===== config.mk =====
export PLATFORM = sky130hd
export DESIGN_NAME = rf_cmd_controller
export DESIGN_NICKNAME = d
export VERILOG_FILES = /design/src/rtl/rf_cmd_controller.sv
export SDC_FILE = /design/constraint.sdc
export NUM_CORES = 1
export LEC_CHECK = 0
export ABC_AREA = 1
export CORE_AREA = 2 2 61 63
export DETAILED_ROUTE_END_ITERATION = 10
export DIE_AREA = 0 0 63 65
export HOLD_SLACK_MARGIN = 0.1
export PLACE_DENSITY = 0.76
export SYNTH_ARGS = -nofsm -noshare
export SYNTH_HDL_FRONTEND = slang
export SYNTH_SLANG_ARGS = --single-unit
export TNS_END_PERCENT = 50

===== constraint.sdc =====
create_clock -name CLK -period 1.7 [get_ports CLK]
set_input_delay 0.17 -clock CLK [delete_from_list [all_inputs] [get_ports CLK]]
set_output_delay 0.17 -clock CLK [all_outputs]
set_load 0.03 [all_outputs]

===== src/rtl/rf_cmd_controller.sv =====
// Byte-command sequencer between the UART RX/TX streams and the register file.
// Decodes write/read frames, strobes the register file and returns read data over valid/ready.
module rf_cmd_controller #(
  parameter int unsigned      WIDTH      = 8,
  parameter int unsigned      DEPTH_BITS = 4,
  parameter logic [WIDTH-1:0] WR_OPCODE  = 8'hAA,
  parameter logic [WIDTH-1:0] RD_OPCODE  = 8'hBB,
  parameter int unsigned      RD_TIMEOUT = 4
) (
  input  logic                  CLK,
  input  logic                  RST,
  input  logic [WIDTH-1:0]      RX_P_Data,
  input  logic                  RX_D_VLD,
  output logic [DEPTH_BITS-1:0] RF_Address,
  output logic [WIDTH-1:0]      RF_WrData,
  output logic                  RF_WrEn,
  output logic                  RF_RdEn,
  input  logic [WIDTH-1:0]      RF_RdData,
  input  logic                  RF_RdData_Valid,
  output logic [WIDTH-1:0]      TX_P_Data,
  output logic                  TX_Valid,
  input  logic                  TX_Ready,
  output logic                  Cmd_Err,
  output logic                  Rx_Drop
);

  localparam int unsigned TMR_W = $clog2(RD_TIMEOUT + 1);

  typedef enum logic [2:0] {
    IDLE,
    WR_ADDR,
    WR_DATA,
    RD_ADDR,
    RD_WAIT,
    TX_SEND
  } state_t;

  state_t                state_q, state_d;
  logic [DEPTH_BITS-1:0] addr_q, addr_d;
  logic [WIDTH-1:0]      wr_data_q, wr_data_d;
  logic [WIDTH-1:0]      tx_data_q, tx_data_d;
  logic                  tx_valid_q, tx_valid_d;
  logic                  wr_en_q, wr_en_d;
  logic                  rd_en_q, rd_en_d;
  logic                  cmd_err_q, cmd_err_d;
  logic                  rx_drop_q, rx_drop_d;
  logic [TMR_W-1:0]      tmr_q, tmr_d;
  logic                  addr_ok;

  // Address bytes must fit in the register file; any high bit set is malformed.
  assign addr_ok = (RX_P_Data[WIDTH-1:DEPTH_BITS] == '0);

  // State and registered outputs
  always_ff @(posedge CLK or negedge RST) begin
    if (!RST) begin
      state_q    <= IDLE;
      addr_q     <= '0;
      wr_data_q  <= '0;
      tx_data_q  <= '0;
      tx_valid_q <= 1'b0;
      wr_en_q    <= 1'b0;
      rd_en_q    <= 1'b0;
      cmd_err_q  <= 1'b0;
      rx_drop_q  <= 1'b0;
      tmr_q      <= '0;
    end else begin
      state_q    <= state_d;
      addr_q     <= addr_d;
      wr_data_q  <= wr_data_d;
      tx_data_q  <= tx_data_d;
      tx_valid_q <= tx_valid_d;
      wr_en_q    <= wr_en_d;
      rd_en_q    <= rd_en_d;
      cmd_err_q  <= cmd_err_d;
      rx_drop_q  <= rx_drop_d;
      tmr_q      <= tmr_d;
    end
  end

  // Next-state and next-output decode
  always_comb begin
    state_d    = state_q;
    addr_d     = addr_q;
    wr_data_d  = wr_data_q;
    tx_data_d  = tx_data_q;
    tx_valid_d = tx_valid_q;
    wr_en_d    = 1'b0;
    rd_en_d    = 1'b0;
    cmd_err_d  = 1'b0;
    rx_drop_d  = 1'b0;
    tmr_d      = tmr_q;

    case (state_q)
      IDLE: begin
        if (RX_D_VLD) begin
          if (RX_P_Data == WR_OPCODE) begin
            state_d = WR_ADDR;
          end else if (RX_P_Data == RD_OPCODE) begin
            state_d = RD_ADDR;
          end else begin
            cmd_err_d = 1'b1;
          end
        end
      end

      WR_ADDR: begin
        if (RX_D_VLD) begin
          if (addr_ok) begin
            addr_d  = RX_P_Data[DEPTH_BITS-1:0];
            state_d = WR_DATA;
          end else begin
            cmd_err_d = 1'b1;
            state_d   = IDLE;
          end
        end
      end

      WR_DATA: begin
        if (RX_D_VLD) begin
          wr_data_d = RX_P_Data;
          wr_en_d   = 1'b1;
          state_d   = IDLE;
        end
      end

      RD_ADDR: begin
        if (RX_D_VLD) begin
          if (addr_ok) begin
            addr_d  = RX_P_Data[DEPTH_BITS-1:0];
            rd_en_d = 1'b1;
            tmr_d   = '0;
            state_d = RD_WAIT;
          end else begin
            cmd_err_d = 1'b1;
            state_d   = IDLE;
          end
        end
      end

      // Timer counts cycles since the read strobe; the last window cycle still accepts data.
      RD_WAIT: begin
        rx_drop_d = RX_D_VLD;
        if (RF_RdData_Valid) begin
          tx_data_d  = RF_RdData;
          tx_valid_d = 1'b1;
          state_d    = TX_SEND;
        end else if (tmr_q == TMR_W'(RD_TIMEOUT - 1)) begin
          cmd_err_d = 1'b1;
          state_d   = IDLE;
        end else begin
          tmr_d = tmr_q + TMR_W'(1);
        end
      end

      TX_SEND: begin
        rx_drop_d = RX_D_VLD;
        if (tx_valid_q && TX_Ready) begin
          tx_valid_d = 1'b0;
          state_d    = IDLE;
        end
      end

      default: state_d = IDLE;
    endcase
  end

  assign RF_Address = addr_q;
  assign RF_WrData  = wr_data_q;
  assign RF_WrEn    = wr_en_q;
  assign RF_RdEn    = rd_en_q;
  assign TX_P_Data  = tx_data_q;
  assign TX_Valid   = tx_valid_q;
  assign Cmd_Err    = cmd_err_q;
  assign Rx_Drop    = rx_drop_q;

endmodule


-- Yosys cells after proc, flatten, opt, wreduce, memory -nomap -nowiden
Cells that the tools add are included.
- register bits after elaboration: 31
- bits of input ports: 21
- output and inout bits: 25
- logic and storage cells: 77
- add/sub/neg operators: 1
- eq/ne operators: 19
- mux-type cells: 34
- reduce and logical (&&, ||, !) cells: 13
- operators with widths (operator ; number):
    $mux 3 ; 14
    $ne 2x2->1 const B ; 9
    $pmux 3 s6 ; 1
    $eq 8x8->1 const B ; 2
    $mux 1 ; 15
    $eq 3x2->1 const B ; 3
    $reduce_and 7->1 ; 1
    $eq 3x3->1 const B ; 2
    $ne 3x3->1 const B ; 2
    $pmux 3 s2 ; 1
    $reduce_and 3->1 ; 2
    $reduce_and 5->1 ; 1
    $logic_not 4->1 ; 1
    $reduce_and 2->1 ; 2
    $reduce_bool 2->1 ; 2
    $reduce_or 2->1 ; 2
    $add 3x1->3 const B ; 1
    $eq 3x1->1 const B ; 1
    $logic_not 3->1 ; 1
    $pmux 1 s3 ; 1
    $mux 2 ; 1
    $pmux 1 s2 ; 1
    $logic_and 1x1->1 ; 1

-- Depth between registers and ports, before layout
- depth after elaboration: 5
- depth in mapped cells: 9
- gate-level depth less buffers: 8

-- Worst setup path before layout
OpenSTA, ideal clock, no wires.
- path kind: register -> register
- from: register tmr_q[0]
- to: register state_q[0]
- library setup time: 0.117 ns
- arrival time: 1.385 ns
- required time: 1.583 ns
- path slack: 0.198 ns
- stages on the path, launching flop included: 8
- path buffers: 0
- period minus slack after synthesis: 1.502 ns
- cells stage by stage: dfrtp_1 > ha_1 > ha_1 > or2_2 > nor2_4 > nor2_4 > nand3_1 > nand2_1
- cells in the longest elaborated chain, start to end: 3
- RTL lines (what ; line ; source):
    start: declaration ; 47 ; logic [TMR_W-1:0] tmr_q, tmr_d;
    start signal: assignment ; 76 ; tmr_q <= tmr_d;
    $eq 3x2->1 ; 147 ; end else if (tmr_q == TMR_W'(RD_TIMEOUT - 1)) begin
    $ne 3x3->1 (no source line) ; n/a ;
    $reduce_and 7->1 (no source line) ; n/a ;
    end signal: assignment ; 67 ; state_q <= state_d;
    end: declaration ; 38 ; state_t state_q, state_d;
Every way passes these cells.
A chain may end at the register's enable or synchronous reset.

-- Final worst setup path
- from: register wr_data_q[3], in the netlist RF_WrData[3]
- to: output port RF_WrData[3]
- RTL lines (what ; line ; source):
    start: declaration ; 40 ; logic [WIDTH-1:0] wr_data_q, wr_data_d;
    start signal: assignment ; 69 ; wr_data_q <= wr_data_d;
    end: declaration ; 15 ; output logic [WIDTH-1:0] RF_WrData,
No word-level cell between the ends.

==> impl_metrics.csv <==
group,metric,value,unit
run_status,status,"finished, final reports clean",
hold_path,hold_path.class,"primary input to async pin",
timing,period_needed,1.57,ns
worst_setup_path,critPathMaxFanout,2,
routing,drt_pre_antenna_iters,4,
routing,routed_via_density,4.59,
cts,cts.path.max_buffers,2,
worst_setup_path,criticalPathCategory,"flop to primary output",
routing,ant_nets,0,
synth,syn_area_per_cell,8.50,sq um
worst_setup_path,start_kind,"flop",
global_route,grt_pass1_vias,1151,
worst_setup_path,crit_path_end_kind,"primary output",
global_route,fraction_of_met1_tracks_used_by_global_routing,20.6,%
synth,synth_seq_area_share,50.4,%
cts,cts.htree.levels,2,
cts,hold_buffers,0,
global_route,grt_pass1_wl,5.20,mm
timing,hold-worst-slack,0.213,ns
floorplan,rows,22,
global_route,grt_max_degree,32,
routing,routed_wirelength,3.04,mm
worst_setup_path,cpMaxStageDelayCell,"sky130_fd_sc_hd__clkdlybuf4s50_1",
synth,synth-main-ff-cell,"sky130_fd_sc_hd__dfrtp_1",
synth,synth_compound_area_share,6.50,%
cts,clock_transition_at_the_registers_of_the_reported_paths,0.10,ns
cts,cts.root.buffer_cell,"sky130_fd_sc_hd__clkbuf_4",
routing,initialDrtViolationCount,72,
cts,clock_sink_count,31,
cts,ctsResizeCount,0,
routing,wire_per_inst,10.9,um
floorplan,floorplan.core_area,3500,sq um
worst_setup_path,slowest_delay,0.68,ns
timing,setup_repair_after_global_routing_missed_its_margin,"false",
worst_setup_path,critical_path.cell_chain,"clkdlybuf4s50_1",
synth,synth_area_leader_cell,"sky130_fd_sc_hd__dfrtp_1",
global_route,globalRouteMet2Util,26.7,%
synth,synth_simple_gate_area_share,34.4,%
cts,post-cts-setup-buffers,0,
synth,synth-seq-cells,31,
timing,fin_setup_tns,0,ns
global_route,number_of_antenna_violations_at_the_first_check_in_global_routing,0,
synth,synth.area.mux_share,0,%
synth,synth_top_cell_area_share,50.4,%
final_layout,n_antenna_cell,0,
power_and_ir_drop,leakagePower,1.02,nW
floorplan,floorplan.die_area,4100,sq um
global_route,grt-busiest-layer,"met2",
worst_setup_path,required_time_of_the_worst_setup_path,1.53,ns
placement,dp_hpwl,2.30,mm
final_layout,finish.cell_count_without_fillers,280,
worst_setup_path,crit_family,"buffers and inverters",
timing,slew_headroom,73.1,%
timing,maxClockFrequency,0.638,GHz
timing,fin_crit_sh,92.2,%
floorplan,die_height,65,um
timing,setup_viol_count_final,0,
synth,synth-xor-area-share,0,%
power_and_ir_drop,irDropWorstVdd,0.000755,V
synth,synthMostInstantiatedCell,"sky130_fd_sc_hd__nand2_1",
timing,worst_clock_skew,0.00755,ns
cts,tritoncts,"yes",
synth,post_synth_most_frequent_cells,"78 x sky130_fd_sc_hd__nand2_1, 31 x sky130_fd_sc_hd__dfrtp_1, 12 x sky130_fd_sc_hd__inv_1",
timing,worstMarginPinSlew,0.403,ns
global_route,overflow,0,
timing,final_critical_path_setup_slack,0.133,ns
synth,post_synth_num_cell_types,22,
synth,post_synth_fa_ha_maj_area_fraction,1.63,%
flow_run,cap_violations,0,
placement,place.port_buffers,45,
final_layout,finish.net_count,254,
power_and_ir_drop,cellPowerDensity,1540,nW/um^2
synth,synth-edff-count,0,
final_layout,area.growth.synth_to_final,34.6,%
cts,cts_made_buffers,5,
synth,synthArstFlopShare,100,%
global_route,gr-usage-all-layers,16.6,%
floorplan,num_ports,46,
synth,post_synth_inst_count,181,
placement,place_congestion,0.752,
synth,ys.warnings.count,0,
placement,dp_cells,272,
cts,clk_latency,0.34,ns
synth,mappedNetlistNets,204,
global_route,globalRouteMet3Util,4.69,%
timing,drv_slew,0,
routing,num_vias,1285,
synth,mappedNetlistArea,1540,sq um
worst_setup_path,crit_buf_inv,1,
worst_setup_path,crit_arrival,1.40,ns
final_layout,post_route_cells_drive_above_1_share,15.1,%
floorplan,die_width,63,um
placement,detailedPlace.worstSlack,0.131,ns
floorplan,floorplan.initialDensity,44.0,%
synth,synth.area.top_cells,"sky130_fd_sc_hd__dfrtp_1 50%, sky130_fd_sc_hd__nand2_1 19%, sky130_fd_sc_hd__o21ai_2 4.6%",
timing,timing.final.hold_violations,0,
routing,total_drc_errors_in_the_routed_layout,0,
synth,main_combinational_cell_family_by_area_after_synthesis,"simple AND/OR/NAND/NOR gates",
cell type report:
cell class                      count  area (sq um)
Clock buffer                        6          41.3
Inverter                           15          61.3
Tap cell                           48          60.1
Sequential cell                    31           776
Fill cell                         309          1430
Multi-Input combinational cell    131           654
Clock inverter                      2          12.5
Timing Repair Buffer               47           465
power by group:
part	internal, W	switching (W)	total (W)	leakage [nW]
clock network	0.000159	0.000261	0.000421	0.0282
logic	0.000650	0.000929	0.00158	0.581
registers	0.000993	0.000199	0.00119	0.410
routing by layer:
layer	vias up	share of wire [%]	wire (um)
met2	20	48	1470
met1	588	46	1400
li1	670	-	-
met5	-	0	0
met3	7	3.6	109
met4	0	2.0	62
path summary, 6_finish.rpt:
path / start / end / slack, ns / cells after the start
min in group CLK: RF_RdData[0] / TX_P_Data[0] / 0.36 / 3
max in group asynchronous: RST / RF_WrEn / 1.20 / 2
worst min-delay path: RST / state_q[1] / 0.21 / 2
worst max-delay path: RF_WrData[3] / RF_WrData[3] / 0.13 / 1
worst max register to register: tmr_q[0] / state_q[0] / 0.15 / 8
worst min register to register: TX_P_Data[1] / TX_P_Data[1] / 0.49 / 2
metrics by stage:
stage,total power (W),utilization [%],area (sq um)
after floorplan,0.00219,-,1540
after global placement,0.00277,57.7,2020
after detailed placement,0.00279,57.7,2020
after CTS,0.00322,59.2,2070
after global routing,0.00341,59.2,2070
final,0.00319,59.2,2070
cells in the final DEF, fill, tap and decap left out, drive strengths merged:
cell type	Yosys	final
nand4	2	2
buf	3	2
nand2	84	84
nor2	15	15
nor3	3	3
clkinv	0	1
clkinvlp	0	1
clkbuf	1	6
o21ai	14	14
ha	2	2
nand3	9	9
or2	2	2
inv	15	15
dfrtp	31	31
clkdlybuf4s50	0	45
kinds of logic (layout without fill, tap and decap cells):
logic type / Yosys count / in the layout
AOI/OAI and AO/OA: 14 / 14
and+or+nand+nor: 115 / 115
adders and majority gates: 2 / 2
buffers and inverters: 19 / 70
DFF: 31 / 31
flip-flops by register name (all words and copies together), names as in the netlist, 3 cells and up:
| name | count |
|---|---|
| RF_WrData | 8 |
| TX_P_Data | 8 |
| RF_Address | 4 |
| state_q | 3 |
| tmr_q | 3 |
Power figures use the tool's default switching activity.
